===== config.mk =====
export PLATFORM = sky130hd
export DESIGN_NAME = neureka_pe_accumulator
export DESIGN_NICKNAME = d
export VERILOG_FILES = /design/src/rtl/neureka_pe_accumulator_pkg.sv /design/src/rtl/neureka_pe_accumulator.sv
export SDC_FILE = /design/constraint.sdc
export NUM_CORES = 1
export LEC_CHECK = 0
export BUFFER_PORTS_ARGS = -buffer_cell sky130_fd_sc_hd__buf_4
export CORE_MARGIN = 3
export CORE_UTILIZATION = 60
export DETAILED_ROUTE_END_ITERATION = 7
export PLACE_DENSITY = 0.78
export SETUP_SLACK_MARGIN = 0.1
export SLEW_MARGIN = 20
export SYNTH_ARGS = -nofsm -noshare
export SYNTH_HDL_FRONTEND = slang
export SYNTH_SLANG_ARGS = --single-unit

===== constraint.sdc =====
create_clock -name clk_i -period 10.3 [get_ports clk_i]
set_input_delay 0.515 -clock clk_i [delete_from_list [all_inputs] [get_ports clk_i]]
set_output_delay 0.515 -clock clk_i [all_outputs]
set_load 0.02 [all_outputs]

===== src/rtl/neureka_pe_accumulator_pkg.sv =====
// Shared types, widths and the saturation helper
// for the NEUREKA PE shift-accumulator.
package neureka_package;

    localparam int unsigned PRES_WIDTH = 33;
    localparam int unsigned ACC_WIDTH  = 48;
    localparam int unsigned OUT_WIDTH  = 32;
    localparam int unsigned QW_WIDTH   = 4;
    localparam int unsigned ITER_WIDTH = 16;

    typedef enum logic [1:0] {
        IDLE,
        ACCUM,
        OUTPUT
    } pe_accum_state_t;

    typedef struct packed {
        logic [QW_WIDTH-1:0]   qw;
        logic [ITER_WIDTH-1:0] n_iter;
        logic                  signed_w;
    } ctrl_pe_accum_t;

    typedef struct packed {
        logic busy;
        logic done;
    } flags_pe_accum_t;

    // Clamp a wide two's complement value into the OUT_WIDTH signed range.
    function automatic logic [OUT_WIDTH-1:0] sat_acc(
        input logic [ACC_WIDTH-1:0] acc
    );
        logic [ACC_WIDTH-OUT_WIDTH:0] hi;
        hi = acc[ACC_WIDTH-1:OUT_WIDTH-1];
        if ((&hi) || (~|hi)) begin
            return acc[OUT_WIDTH-1:0];
        end else if (acc[ACC_WIDTH-1]) begin
            return {1'b1, {(OUT_WIDTH-1){1'b0}}};
        end else begin
            return {1'b0, {(OUT_WIDTH-1){1'b1}}};
        end
    endfunction

endpackage


===== src/rtl/neureka_pe_accumulator.sv =====
// Bit-serial shift-accumulator behind a binconv PE; emits one
// saturated result per job on a valid/ready stream.
module neureka_pe_accumulator
    import neureka_package::*;
(
    input  logic                  clk_i,
    input  logic                  rst_ni,
    input  logic                  clear_i,
    input  logic                  enable_i,
    input  logic                  start_i,
    input  logic [QW_WIDTH-1:0]   qw_i,
    input  logic [ITER_WIDTH-1:0] n_iter_i,
    input  logic                  signed_w_i,
    input  logic [PRES_WIDTH-1:0] pres_data_i,
    input  logic                  pres_valid_i,
    output logic                  pres_ready_o,
    output logic [OUT_WIDTH-1:0]  acc_data_o,
    output logic                  acc_valid_o,
    input  logic                  acc_ready_i,
    output logic                  busy_o,
    output logic                  done_o
);

    localparam logic [QW_WIDTH-1:0]   QW_ONE   = 1;
    localparam logic [ITER_WIDTH-1:0] ITER_ONE = 1;

    pe_accum_state_t       state_q, state_d;
    ctrl_pe_accum_t        ctrl_q, ctrl_d;
    flags_pe_accum_t       flags;
    logic [ACC_WIDTH-1:0]  acc_q, acc_d;
    logic [QW_WIDTH-1:0]   bit_cnt_q, bit_cnt_d;
    logic [ITER_WIDTH-1:0] iter_cnt_q, iter_cnt_d;
    logic [OUT_WIDTH-1:0]  out_q, out_d;
    logic                  valid_q, valid_d;
    logic                  done_q, done_d;

    logic [ACC_WIDTH-1:0]  term_ext;
    logic [ACC_WIDTH-1:0]  term;
    logic [ACC_WIDTH-1:0]  acc_next;
    logic                  last_bit;
    logic                  last_iter;
    logic                  beat;
    logic                  handshake;

    assign pres_ready_o = (state_q == ACCUM) & enable_i;
    assign beat         = pres_valid_i & pres_ready_o;
    assign handshake    = (state_q == OUTPUT) & valid_q & acc_ready_i;

    assign last_bit  = (bit_cnt_q == (ctrl_q.qw - QW_ONE));
    assign last_iter = (iter_cnt_q == (ctrl_q.n_iter - ITER_ONE));

    assign term_ext = {{(ACC_WIDTH-PRES_WIDTH){pres_data_i[PRES_WIDTH-1]}},
                       pres_data_i};
    assign term     = term_ext << bit_cnt_q;

    // The MSB weight bit carries negative weight for two's complement weights.
    assign acc_next = (ctrl_q.signed_w && last_bit) ? (acc_q - term)
                                                     : (acc_q + term);

    always_comb begin
        state_d    = state_q;
        ctrl_d     = ctrl_q;
        acc_d      = acc_q;
        bit_cnt_d  = bit_cnt_q;
        iter_cnt_d = iter_cnt_q;
        out_d      = out_q;
        valid_d    = valid_q;
        done_d     = 1'b0;

        if (clear_i) begin
            state_d    = IDLE;
            ctrl_d     = '0;
            acc_d      = '0;
            bit_cnt_d  = '0;
            iter_cnt_d = '0;
            out_d      = '0;
            valid_d    = 1'b0;
        end else begin
            unique case (state_q)
                IDLE: begin
                    if (start_i) begin
                        ctrl_d.qw       = (qw_i == '0) ? QW_ONE : qw_i;
                        ctrl_d.n_iter   = (n_iter_i == '0) ? ITER_ONE
                                                           : n_iter_i;
                        ctrl_d.signed_w = signed_w_i;
                        acc_d           = '0;
                        bit_cnt_d       = '0;
                        iter_cnt_d      = '0;
                        state_d         = ACCUM;
                    end
                end
                ACCUM: begin
                    if (beat) begin
                        acc_d = acc_next;
                        if (last_bit) begin
                            bit_cnt_d  = '0;
                            iter_cnt_d = iter_cnt_q + ITER_ONE;
                            if (last_iter) begin
                                out_d   = sat_acc(acc_next);
                                valid_d = 1'b1;
                                state_d = OUTPUT;
                            end
                        end else begin
                            bit_cnt_d = bit_cnt_q + QW_ONE;
                        end
                    end
                end
                OUTPUT: begin
                    if (handshake) begin
                        valid_d = 1'b0;
                        done_d  = 1'b1;
                        state_d = IDLE;
                    end
                end
                default: begin
                    state_d = IDLE;
                end
            endcase
        end
    end

    always_ff @(posedge clk_i or negedge rst_ni) begin
        if (!rst_ni) begin
            state_q    <= IDLE;
            ctrl_q     <= '0;
            acc_q      <= '0;
            bit_cnt_q  <= '0;
            iter_cnt_q <= '0;
            out_q      <= '0;
            valid_q    <= 1'b0;
            done_q     <= 1'b0;
        end else begin
            state_q    <= state_d;
            ctrl_q     <= ctrl_d;
            acc_q      <= acc_d;
            bit_cnt_q  <= bit_cnt_d;
            iter_cnt_q <= iter_cnt_d;
            out_q      <= out_d;
            valid_q    <= valid_d;
            done_q     <= done_d;
        end
    end

    assign flags.busy  = (state_q != IDLE);
    assign flags.done  = done_q;

    assign busy_o      = flags.busy;
    assign done_o      = flags.done;
    assign acc_data_o  = out_q;
    assign acc_valid_o = valid_q;

endmodule


==> results by group, run 1 <==
STA
  – Endpoints failing setup: 0
  – Count of final hold-check violations: 0
  – Total Neg Setup Slack: 0 ns
  – Highest achievable clock rate: 121.2 MHz
  – Max-slew violations: 0
  – Worst slew margin relative to its limit: 32.50%
  – Unrepaired setup endpoints after global routing: false
  – Worst-margin pin slew: 1.010 ns
  – Post-route clock period utilization: 80.13%
  – Time the final worst path needs with I/O delays and setup: 8.254 ns
  – Post-layout worst setup margin: 2.046 ns
  – Clock skew: 0.01295 ns

Synth
  – Share of synthesized area occupied by flip-flops and latches: 26.28%
  – Syn_area_per_cell: 8.317 µm²
  – Synth Register Bits: 125
  – Synthesized netlist cell count: 1431
  – Number of distinct library cells after synthesis: 79
  – Count of flip-flops with a built-in enable after synthesis: 0
  – Commonest register cell after synthesis: dfrtp_1
  – Async S/R FF share, synth: 100.0%
  – Count of yosys warnings during synthesis: 0
  – Cell Area, Synth: 11900 µm²
  – Synthesized net count: 1546

Power and ir drop
  – Clock network fraction of total power: 38.9%
  – Logic gate share of total power: 28.0%
  – Internal power component: 1012 µW
  – Switching pwr: 557.1 µW
  – Leakage power total: 0.005926 µW
  – Maximum resistive drop on vdd: 107.8 µV
  – P per Cell Area: 117.8 nW/µm²
  – Sw Ratio: 35.52%
  – Part of the power in registers: 33.1%

Floorplan
  – Chip height: 146.8 µm
  – Width of the die: 146.8 µm
  – Number of placed I/O pins: 97
  – DIE AREA: 21560 µm²
  – Initial cell density of the core: 62.37%
  – Rows: 50
  – Placeable core region: 19080 µm²

Place
  – Number of instances in the placed design: 1722
  – Area post-placement: 12740 µm²
  – HPWL Detailed: 27010 µm
  – Setup slack after placement: 2.257 ns
  – Placer's final routability congestion estimate: 0.9732
  – Number of I/O port buffers: 96

Routing
  – Vias after detailed routing: 11590
  – DRC violation count after routing: 0
  – Via density: 6.608
  – Antenna Violating Nets Remaining: 0
  – Final routed wire length divided by cell count: 20.34 µm
  – DR pass1 iterations: 8
  – DRC marker count from the first detailed-route iteration: 1208
  – Aggregate routed wire length: 35670 µm

Critical path
  – Worst Path Arrival: 8.57 ns
  – CP startpoint kind: flop
  – Length in cells of the worst reg-to-reg path: 24
  – Critical Path RT: 10.62 ns
  – Crit path capture type: flop
  – Category of the critical setup timing path: flop to flop
  – Worst-path fanout max: 32

Global routing
  – First-pass GRT wire length: 56780 µm
  – Initial antenna violation count: 0
  – Number of global-route vias before repair: 10525
  – Overall routing resource usage: 32.41%
  – Global-route congestion overflow total: 0
  – Largest net degree at the start of global routing: 74

Finish
  – Number of inserted diodes: 0
  – Non-filler instance count after layout: 1754
  – Design area: 13320 µm²
  – Layout cell share with drive strength beyond 1: 14.73%
  – Final net count: 1596
  – Fillcell total: 1565
  – Growth of design area from synthesis to finish: 11.90%

CTS
  – CTS H-tree lvls: 4
  – Clock network latency to the later pin of the worst-skew pair: 0.43 ns
  – Hold-fix buffers, CTS: 0
  – Quantity of gates resized following cts: 0
  – TritonCTS clock tree: built
  – Num Clock Sinks: 125
  – Reg clk slew, reported paths: 0.07 ns
  – Buffers inserted during post-CTS setup optimization: 0
  – Max Root-Sink Buffers: 2
  – Clock buffer count from CTS: 17
  – Root buffer cell: clkbuf_16

Min path
  – Type of the worst min-delay path: primary input to async pin

Job
  – Number of violations of the max-capacitance limit: 0

Run status
  – Run status: finished clean
## metal layers
| metal | GRT usage, % | vias up | wire (µm) |
|---|---|---|---|
| met3 | 5.151 | 82 | 2811 |
| met5 | 0 | - | 0 |
| met1 | 47.26 | 5493 | 15650 |
| li1 | - | 5421 | - |
| met2 | 50.96 | 594 | 16440 |
| met4 | 7.761 | 0 | 767 |
## logic make-up after synthesis
family	synth area share (%)
buffers and inverters	3.669
DFF	26.28
AOI/OAI and AO/OA	24.14
adders and majority gates	5.740
and+or+nand+nor	19.31
muxes	11.51
xor gates and xnor gates	9.346
## area by class of cell
cell class | instances | area (µm²) | area share [%]
clock buffers | 18 | 429.2 | 3.222
clock inverters | 14 | 148.9 | 1.118
inverters | 26 | 97.59 | 0.7328
multi-input cells | 1203 | 8376 | 62.89
flip-flops and latches | 125 | 3131 | 23.51
well taps | 260 | 325.3 | 2.443
repair buffers | 108 | 810.8 | 6.088
## state kept, by name (all words and copies together) (netlist names)
signal and count:
acc_q 48, acc_data_o 32, ctrl_q 21, iter_cnt_q 16
bit_cnt_q 4, state_q 2, acc_valid_o 1, done_o 1
## critical path: stages, from the launching register on
cell,delay [ns]
dfrtp_2,0.90
buf_4,0.40
mux4_2,0.59
mux2_2,0.31
o41ai_2,0.48
o21ai_0,0.27
or2_2,0.36
nor2_1,0.23
nand2_1,0.16
nor3_1,0.30
a21oi_1,0.13
xor2_1,0.21
ha_1,0.39
nand2_1,0.20
nor2_1,0.35
nand4_1,0.21
a2111oi_0,0.57
a211oi_1,0.13
xnor2_1,0.22
nor3_1,0.20
nor4bb_1,0.64
a311oi_4,0.17
buf_4,0.28
a21oi_1,0.17
a21bo_2,0.23
## power groups by stage
stage / registers, µW / logic [µW] / clock network [µW]
5_1_grt: 521 / 476 / 635
6_report: 519 / 440 / 610
2_1_floorplan: 519 / 303 / 0
3_5_place_dp: 528 / 426 / 0
4_1_cts: 519 / 430 / 613
3_3_place_gp: 527 / 420 / 0
## synth_stat cells (10+ instances only)
cell,instances,area share (%)
nand2_1,176,5.6
dfrtp_1,125,26
o21ai_0,125,5.3
a21oi_1,123,5.2
nor2_1,107,3.4
xor2_1,67,4.9
xnor2_1,60,4.4
clkbuf_1,53,1.7
ha_1,53,5.6
a22o_1,40,2.9
mux2i_1,39,3.3
mux4_2,35,6.6
nand3_1,31,1.3
nor3_1,31,1.3
inv_1,24,0.76
a31oi_1,21,1.1
a21o_1,17,1.1
mux2_2,17,1.6
nand4_1,16,0.84
and3_1,15,0.79
nor2b_1,15,0.79
nand2b_1,14,0.74
and2_1,12,0.63
nor4_1,12,0.63
o211ai_1,12,0.76
and4_1,11,0.81
buf_2,10,0.42
or2_2,10,0.53
## placed cells by master, fill, tap and decap left out, drive strengths merged, types with 10 or more instances in the layout
cell type / count
o21ai: 134
a21oi: 123
clkbuf: 18
nor4: 13
ha: 53
nor2: 107
o211ai: 12
buf: 108
nor3: 31
or2: 10
and3: 15
nand4: 16
nand3: 31
and4: 11
a21o: 17
nor2b: 15
mux4: 35
nand2: 176
mux2i: 39
a22o: 40
xor2: 67
mux2: 17
xnor2: 60
nand2b: 14
dfrtp: 125
and2: 12
a31oi: 21
inv: 34
## worst paths after layout
kind                            slack (ns)             end     startpoint
min in group clk_i                    0.30       ctrl_q[4]    n_iter_i[3]
worst max-delay path                  2.05   acc_data_o[5]   bit_cnt_q[0]
max in group asynchronous             8.68    bit_cnt_q[0]         rst_ni
worst min register to register        0.48   acc_data_o[1]  acc_data_o[1]
worst max register to register        2.05   acc_data_o[5]   bit_cnt_q[0]
worst min-delay path                  0.12  acc_data_o[18]         rst_ni
## stage by stage
step | hold WS, ns | utilization [%] | power (µW)
global placement | 0.4642 | 66.73 | 947.4
detailed placement | 0.4723 | 66.75 | 953.4
CTS | 0.1372 | 69.78 | 1562
floorplan | 0.2194 | - | 822.3
global route | 0.1598 | 69.80 | 1632
finish | 0.1187 | 69.80 | 1569
(Power assumes the default switching activity.)
==> run 2: changes to the inputs <==
--- a/config.mk
+++ b/config.mk
@@ -7,9 +7,9 @@
 export LEC_CHECK = 0
 export BUFFER_PORTS_ARGS = -buffer_cell sky130_fd_sc_hd__buf_4
 export CORE_MARGIN = 3
-export CORE_UTILIZATION = 60
+export CORE_UTILIZATION = 56
 export DETAILED_ROUTE_END_ITERATION = 7
-export PLACE_DENSITY = 0.78
+export PLACE_DENSITY = 0.76
 export SETUP_SLACK_MARGIN = 0.1
 export SLEW_MARGIN = 20
 export SYNTH_ARGS = -nofsm -noshare
==> constraint.sdc (replaced) <==
create_clock -name clk_i -period 6.7 [get_ports clk_i]
set_input_delay 0.335 -clock clk_i [delete_from_list [all_inputs] [get_ports clk_i]]
set_output_delay 0.335 -clock clk_i [all_outputs]
set_load 0.02 [all_outputs]
==> results by group, run 2 (same netlist as run 1, synthesis figures left out) <==
Power and ir drop
  – Maximum resistive drop on vdd: 176.9 µV
  – Power after layout: 2475 µW
  – Leakage power total: 0.006346 µW
  – P per Cell Area: 174.2 nW/µm²

Finish
  – Most frequent cells in the layout: nand2_1, buf_4, dfrtp_1
  – Growth of design area from synthesis to finish: 19.39%
  – Flip-flop count of the largest register after layout: 48
  – Layout cell share with drive strength beyond 1: 21.10%
  – Top register by number of flip-flops: acc_q
  – Number of inserted diodes: 0
  – Non-filler instance count after layout: 1834
  – Most frequent standard cell in the layout excluding fill and tap cells: nand2_1
  – Final net count: 1666

Floorplan
  – DIE AREA: 23040 µm²
  – Placeable core region: 20560 µm²
  – Initial cell density of the core: 57.89%
  – Width of the die: 151.8 µm
  – Number of placed I/O pins: 97
  – Rows: 52
  – Chip height: 151.8 µm

STA
  – Highest achievable clock rate: 154.1 MHz
  – Unrepaired setup endpoints after global routing: false
  – Worst-margin pin slew: 0.9794 ns
  – Worst slew margin relative to its limit: 34.53%
  – Clock skew: 0.01199 ns
  – Time the final worst path needs with I/O delays and setup: 6.488 ns
  – Count of final hold-check violations: 0
  – Max-slew violations: 0
  – Worst hold slack: 0.1241 ns
  – Post-route clock period utilization: 96.83%
  – Endpoints failing setup: 0

Routing
  – DRC marker count from the first detailed-route iteration: 1069
  – DR pass1 iterations: 6
  – Final routed wire length divided by cell count: 20.38 µm
  – Aggregate routed wire length: 37390 µm
  – Antenna Violating Nets Remaining: 0
  – Via density: 6.473
  – Vias after detailed routing: 11871
  – DRC violation count after routing: 0

Critical path
  – Length in cells of the worst reg-to-reg path: 27
  – FF-to-FF setup slack: 0.21 ns
  – Launch instance of the worst register-to-register path: bit_cnt_q[0]
  – Critical Path RT: 7.07 ns
  – Buf+Inv Stages, Crit Path: 5
  – Worst-path fanout max: 11
  – Endpoint of the most critical register-to-register path: acc_data_o[5]
  – Worst setup path end: acc_data_o[5]
  – Startpoint of the worst setup timing path: bit_cnt_q[0]
  – Crit path capture type: flop
  – Delay of the slowest cell on the worst path: 0.54 ns
  – CP delay by family, top: compound AO/OA/AOI/OAI gates
  – Category of the critical setup timing path: flop to flop
  – CP startpoint kind: flop
  – Worst Path Arrival: 6.86 ns
  – CP dominant cell by count: buf_4
  – Critical Path Slowest Stage Cell: mux4_2
  – Critical path depth in cells: 27

Global routing
  – Global-route congestion overflow total: 0
  – Largest net degree at the start of global routing: 79
  – First-pass GRT wire length: 57570 µm
  – Initial antenna violation count: 0
  – Number of global-route vias before repair: 10764
  – Overall routing resource usage: 31.74%

CTS
  – TritonCTS clock tree: built
  – Reg clk slew, reported paths: 0.07 ns
  – Max Root-Sink Buffers: 2
  – Clock network latency to the later pin of the worst-skew pair: 0.44 ns
  – Clock buffer count from CTS: 17
  – Num Clock Sinks: 125
  – Root buffer cell: clkbuf_16
  – CTS H-tree lvls: 4

Place
  – Placer's final routability congestion estimate: 0.9809
  – Number of instances in the placed design: 1774
  – Number of I/O port buffers: 96
  – HPWL Detailed: 28160 µm

Job
  – Number of violations of the max-capacitance limit: 0

Min path
  – Type of the worst min-delay path: primary input to flop

Run status
  – Run status: finished clean
[run 2: cell count changes in the layout (fill, tap and decap cells not counted), sizes merged]
| cell | before | now |
|---|---|---|
| buf | 108 | 177 |
| dlygate4sd3 | 0 | 1 |
[run 2: layer usage]
layer  wire [µm]  part of all wire [%]  GRT usage, %  vias up
li1            -                     -             -     5540
met1       16610                    44         45.38     5712
met2       17010                    45         49.40      528
met3        2624                   7.0         5.235       91
met4        1136                   3.0         10.06        0
met5           0                     0             0        -
[run 2: worst min-delay path by stage]
stage / slack [ns] / to / start / cells after the start
after floorplan: 0.04 / acc_data_o[0] / rst_ni / 0
after global placement: 0.39 / acc_data_o[11] / rst_ni / 1
after detailed placement: 0.39 / acc_data_o[12] / rst_ni / 1
after CTS: 0.12 / ctrl_q[15] / n_iter_i[14] / 2
after global routing: 0.13 / ctrl_q[15] / n_iter_i[14] / 2
final: 0.12 / ctrl_q[15] / n_iter_i[14] / 2
[run 2: report_power, final]
part	leakage [µW]	internal (µW)	total, µW	switching (µW)
clock network	0.000277	524	934	410
registers	0.00172	773	792	18.7
logic	0.00434	302	750	448
[run 2: through the flow]
step	area [µm²]	utilization, %	TNS [ns]	setup slack [ns]
5_1_grt	14210	69.11	0	0.03062
4_1_cts	13760	66.92	0	0.09014
6_report	14210	69.11	0	0.2125
3_5_place_dp	13080	63.61	-14.51	-0.5149
3_3_place_gp	13070	63.58	-16.87	-0.6181
2_1_floorplan	11900	-	0	0.4965
[run 2: layout make-up]
class | instances | area (µm²)
Multi-Input combinational cell | 1203 | 8655
Timing Repair Buffer | 178 | 1413
Tap cell | 270 | 337.8
Clock buffer | 18 | 429.2
Sequential cell | 125 | 3131
Inverter | 26 | 97.59
Clock inverter | 14 | 146.4
Fill cell | 1735 | 6351
[run 2: timing repair]
item / in CTS / in global routing
hold endpoints to repair: 47 / 0
setup buffers: 6 / 20
pin swaps: 3 / 13
hold buffers: 1 / 0
gates resized for setup: 12 / 50
cloned: 0 / 0
endpoints found under the setup margin: 33 / 31
==> run 3: changes to the inputs <==
--- a/config.mk
+++ b/config.mk
@@ -5,12 +5,13 @@
 export SDC_FILE = /design/constraint.sdc
 export NUM_CORES = 1
 export LEC_CHECK = 0
+export ABC_AREA = 1
 export BUFFER_PORTS_ARGS = -buffer_cell sky130_fd_sc_hd__buf_4
 export CORE_MARGIN = 3
-export CORE_UTILIZATION = 56
+export CORE_UTILIZATION = 57
 export DETAILED_ROUTE_END_ITERATION = 7
-export PLACE_DENSITY = 0.76
-export SETUP_SLACK_MARGIN = 0.1
+export PLACE_DENSITY = 0.77
+export SETUP_SLACK_MARGIN = 0.15
 export SLEW_MARGIN = 20
 export SYNTH_ARGS = -nofsm -noshare
 export SYNTH_HDL_FRONTEND = slang
==> results by group, run 3 <==
Finish
  – Most frequent standard cell in the layout excluding fill and tap cells: nand2_1
  – Most frequent cells in the layout: nand2_1, inv_1, nand3_1
  – Final net count: 2300
  – Flip-flop count of the largest register after layout: 48
  – Non-filler instance count after layout: 2478
  – Design area: 14290 µm²
  – Post-route core utilization: 65.07%
  – Top register by number of flip-flops: acc_q
  – Number of inserted diodes: 0
  – Growth of design area from synthesis to finish: 11.20%
  – Layout cell share with drive strength beyond 1: 9.281%

CTS
  – Max Root-Sink Buffers: 2
  – TritonCTS clock tree: built
  – Root buffer cell: clkbuf_16
  – Reg clk slew, reported paths: 0.07 ns
  – Clock network latency to the later pin of the worst-skew pair: 0.43 ns
  – Clock buffer count from CTS: 17
  – CTS H-tree lvls: 4
  – Num Clock Sinks: 125

Critical path
  – Startpoint of the worst setup timing path: bit_cnt_q[0]
  – Length in cells of the worst reg-to-reg path: 32
  – Category of the critical setup timing path: flop to flop
  – Endpoint of the most critical register-to-register path: acc_data_o[1]
  – Launch instance of the worst register-to-register path: bit_cnt_q[0]
  – Buf+Inv Stages, Crit Path: 1
  – Critical path depth in cells: 32
  – Worst Path Arrival: 6.45 ns
  – Delay of the slowest cell on the worst path: 0.45 ns
  – Crit path capture type: flop
  – Worst-path fanout max: 36
  – Critical Path Slowest Stage Cell: ha_1
  – Critical Path RT: 7.00 ns
  – CP startpoint kind: flop
  – CP dominant cell by count: nand2_1
  – FF-to-FF setup slack: 0.56 ns
  – CP delay by family, top: simple AND/OR/NAND/NOR gates

Synth
  – Syn_area_per_cell: 6.073 µm²
  – Synth Register Bits: 125
  – Cell Area, Synth: 12850 µm²
  – Synthesized netlist cell count: 2116
  – Count of flip-flops with a built-in enable after synthesis: 0
  – Commonest register cell after synthesis: dfrtp_1
  – Share of synthesized area occupied by flip-flops and latches: 24.34%
  – Count of yosys warnings during synthesis: 0
  – Async S/R FF share, synth: 100.0%
  – Number of distinct library cells after synthesis: 49
  – Synthesized net count: 2231
  – Most common cell in the synthesized netlist: nand2_1
  – Top cell types by occurrence after synthesis: nand2_1, inv_1, nand3_1
  – Largest cells by area after synthesis: dfrtp_1, nand2_1, nand3_1, inv_1, ha_1
  – Share of the synthesized area in the top cell type: 24.34%
  – Library cell occupying the most area in the post-synthesis netlist: dfrtp_1

Floorplan
  – Initial cell density of the core: 58.52%
  – Number of placed I/O pins: 97
  – DIE AREA: 24380 µm²
  – Placeable core region: 21960 µm²
  – Rows: 54
  – Chip height: 156.1 µm
  – Width of the die: 156.1 µm

Run status
  – Run status: finished clean

STA
  – Total Neg Setup Slack: 0 ns
  – Worst-margin pin slew: 1.025 ns
  – Max-slew violations: 0
  – Worst slew margin relative to its limit: 31.42%
  – Post-route clock period utilization: 91.70%
  – Clock skew: 0.01808 ns
  – Time the final worst path needs with I/O delays and setup: 6.144 ns
  – Count of final hold-check violations: 0
  – Highest achievable clock rate: 162.8 MHz
  – Endpoints failing setup: 0
  – Unrepaired setup endpoints after global routing: false

Power and ir drop
  – Clock network fraction of total power: 32.9%
  – Internal power component: 1661 µW
  – P per Cell Area: 207.2 nW/µm²
  – Part of the power in registers: 27.3%
  – Sw Ratio: 43.90%
  – Maximum resistive drop on vdd: 153.8 µV
  – Leakage power total: 0.007650 µW
  – Logic gate share of total power: 39.8%
  – Switching pwr: 1300 µW

Place
  – HPWL Detailed: 36750 µm
  – Number of instances in the placed design: 2445
  – Number of I/O port buffers: 96
  – Placer's final routability congestion estimate: 1.072
  – Area post-placement: 13670 µm²

Global routing
  – Overall routing resource usage: 37.98%
  – Global-route congestion overflow total: 0
  – Number of global-route vias before repair: 13570
  – Largest net degree at the start of global routing: 73
  – Initial antenna violation count: 0
  – First-pass GRT wire length: 72920 µm

Routing
  – Vias after detailed routing: 14498
  – Antenna Violating Nets Remaining: 0
  – DR pass1 iterations: 6
  – Via density: 5.851
  – DRC violation count after routing: 0
  – Aggregate routed wire length: 46180 µm
  – DRC marker count from the first detailed-route iteration: 1883
  – Final routed wire length divided by cell count: 18.63 µm

Min path
  – Worst hold path startpoint: clear_i
  – Worst hold endpoint: done_o
  – Type of the worst min-delay path: primary input to flop
  – Cell depth of the worst min-delay path: 2

Job
  – Number of violations of the max-capacitance limit: 0
run 3: cell types whose count changed after synthesis, moves of 28 or more:
cell	before	now
a21oi_1	123	85
a22o_1	40	1
clkbuf_1	53	25
inv_1	24	250
mux2i_1	39	0
mux4_2	35	0
nand2_1	176	740
nand3_1	31	245
nor2_1	107	167
run 3: timing repair:
| action | 4_1_cts | 5_1_grt |
|---|---|---|
| gates resized for setup | 0 | 4 |
| hold buffers | 1 | 0 |
| setup buffers | 0 | 0 |
| setup endpoints to repair | 0 | 31 |
| hold endpoints to repair | 53 | 0 |
run 3: per-layer routing:
metal | share of wire (%) | track usage [%] | up-vias
met5 | 0 | 0 | -
met4 | 2.8 | 11.46 | 0
met3 | 9.5 | 6.130 | 102
met2 | 44 | 60.08 | 751
met1 | 43 | 53.67 | 6712
li1 | - | - | 6933
run 3: cell families after synthesis:
group	after synthesis	share of synthesized area [%]
xor gates and xnor gates	104	7.089
buffers and inverters	319	10.45
adders and majority gates	54	5.316
and+or+nand+nor	1291	43.54
AOI/OAI and AO/OA	223	9.260
DFF	125	24.34
run 3: worst max-delay path by stage:
stage,end,slack [ns]
floorplan,acc_data_o[8],2.49
finish,acc_data_o[1],0.56
global placement,acc_data_o[8],0.67
CTS,acc_data_o[11],0.63
detailed placement,acc_data_o[30],0.66
global route,acc_data_o[9],0.19
run 3: power by group through the flow:
stage	Clock [µW]	Combinational (µW)	Sequential, µW
after global placement	0	1130	819
after floorplan	0	800	816
after CTS	974	1150	807
final	975	1180	807
after global routing	1010	1290	810
after detailed placement	0	1140	821
run 3: layout make-up:
class	instances	area, µm²
clock buffer	17	425.4
tap	280	350.3
multi-input combinational	1672	8389
inverter	257	972.2
fill	2017	7670
timing repair buffer	112	850.8
sequential	125	3128
clock inverter	15	172.7
run 3: worst reg2reg max path, delay by kind of cell, from the launching register on:
family                     cells  cell delay [ns]
AOI/OAI and AO/OA              2             0.47
xor gates and xnor gates       1             0.17
adders and majority gates      1             0.45
buffers and inverters          1             0.26
DFF                            1             0.41
and+or+nand+nor               27             4.30
run 3: per-stage QoR:
step,setup WS (ns),hold slack [ns],total power [µW]
finish,0.5564,0.1079,2961
global route,0.1891,0.1099,3113
CTS,0.6258,0.1053,2933
detailed placement,0.6603,0.3213,1963
global placement,0.6726,0.3191,1949
floorplan,2.491,0.03941,1617
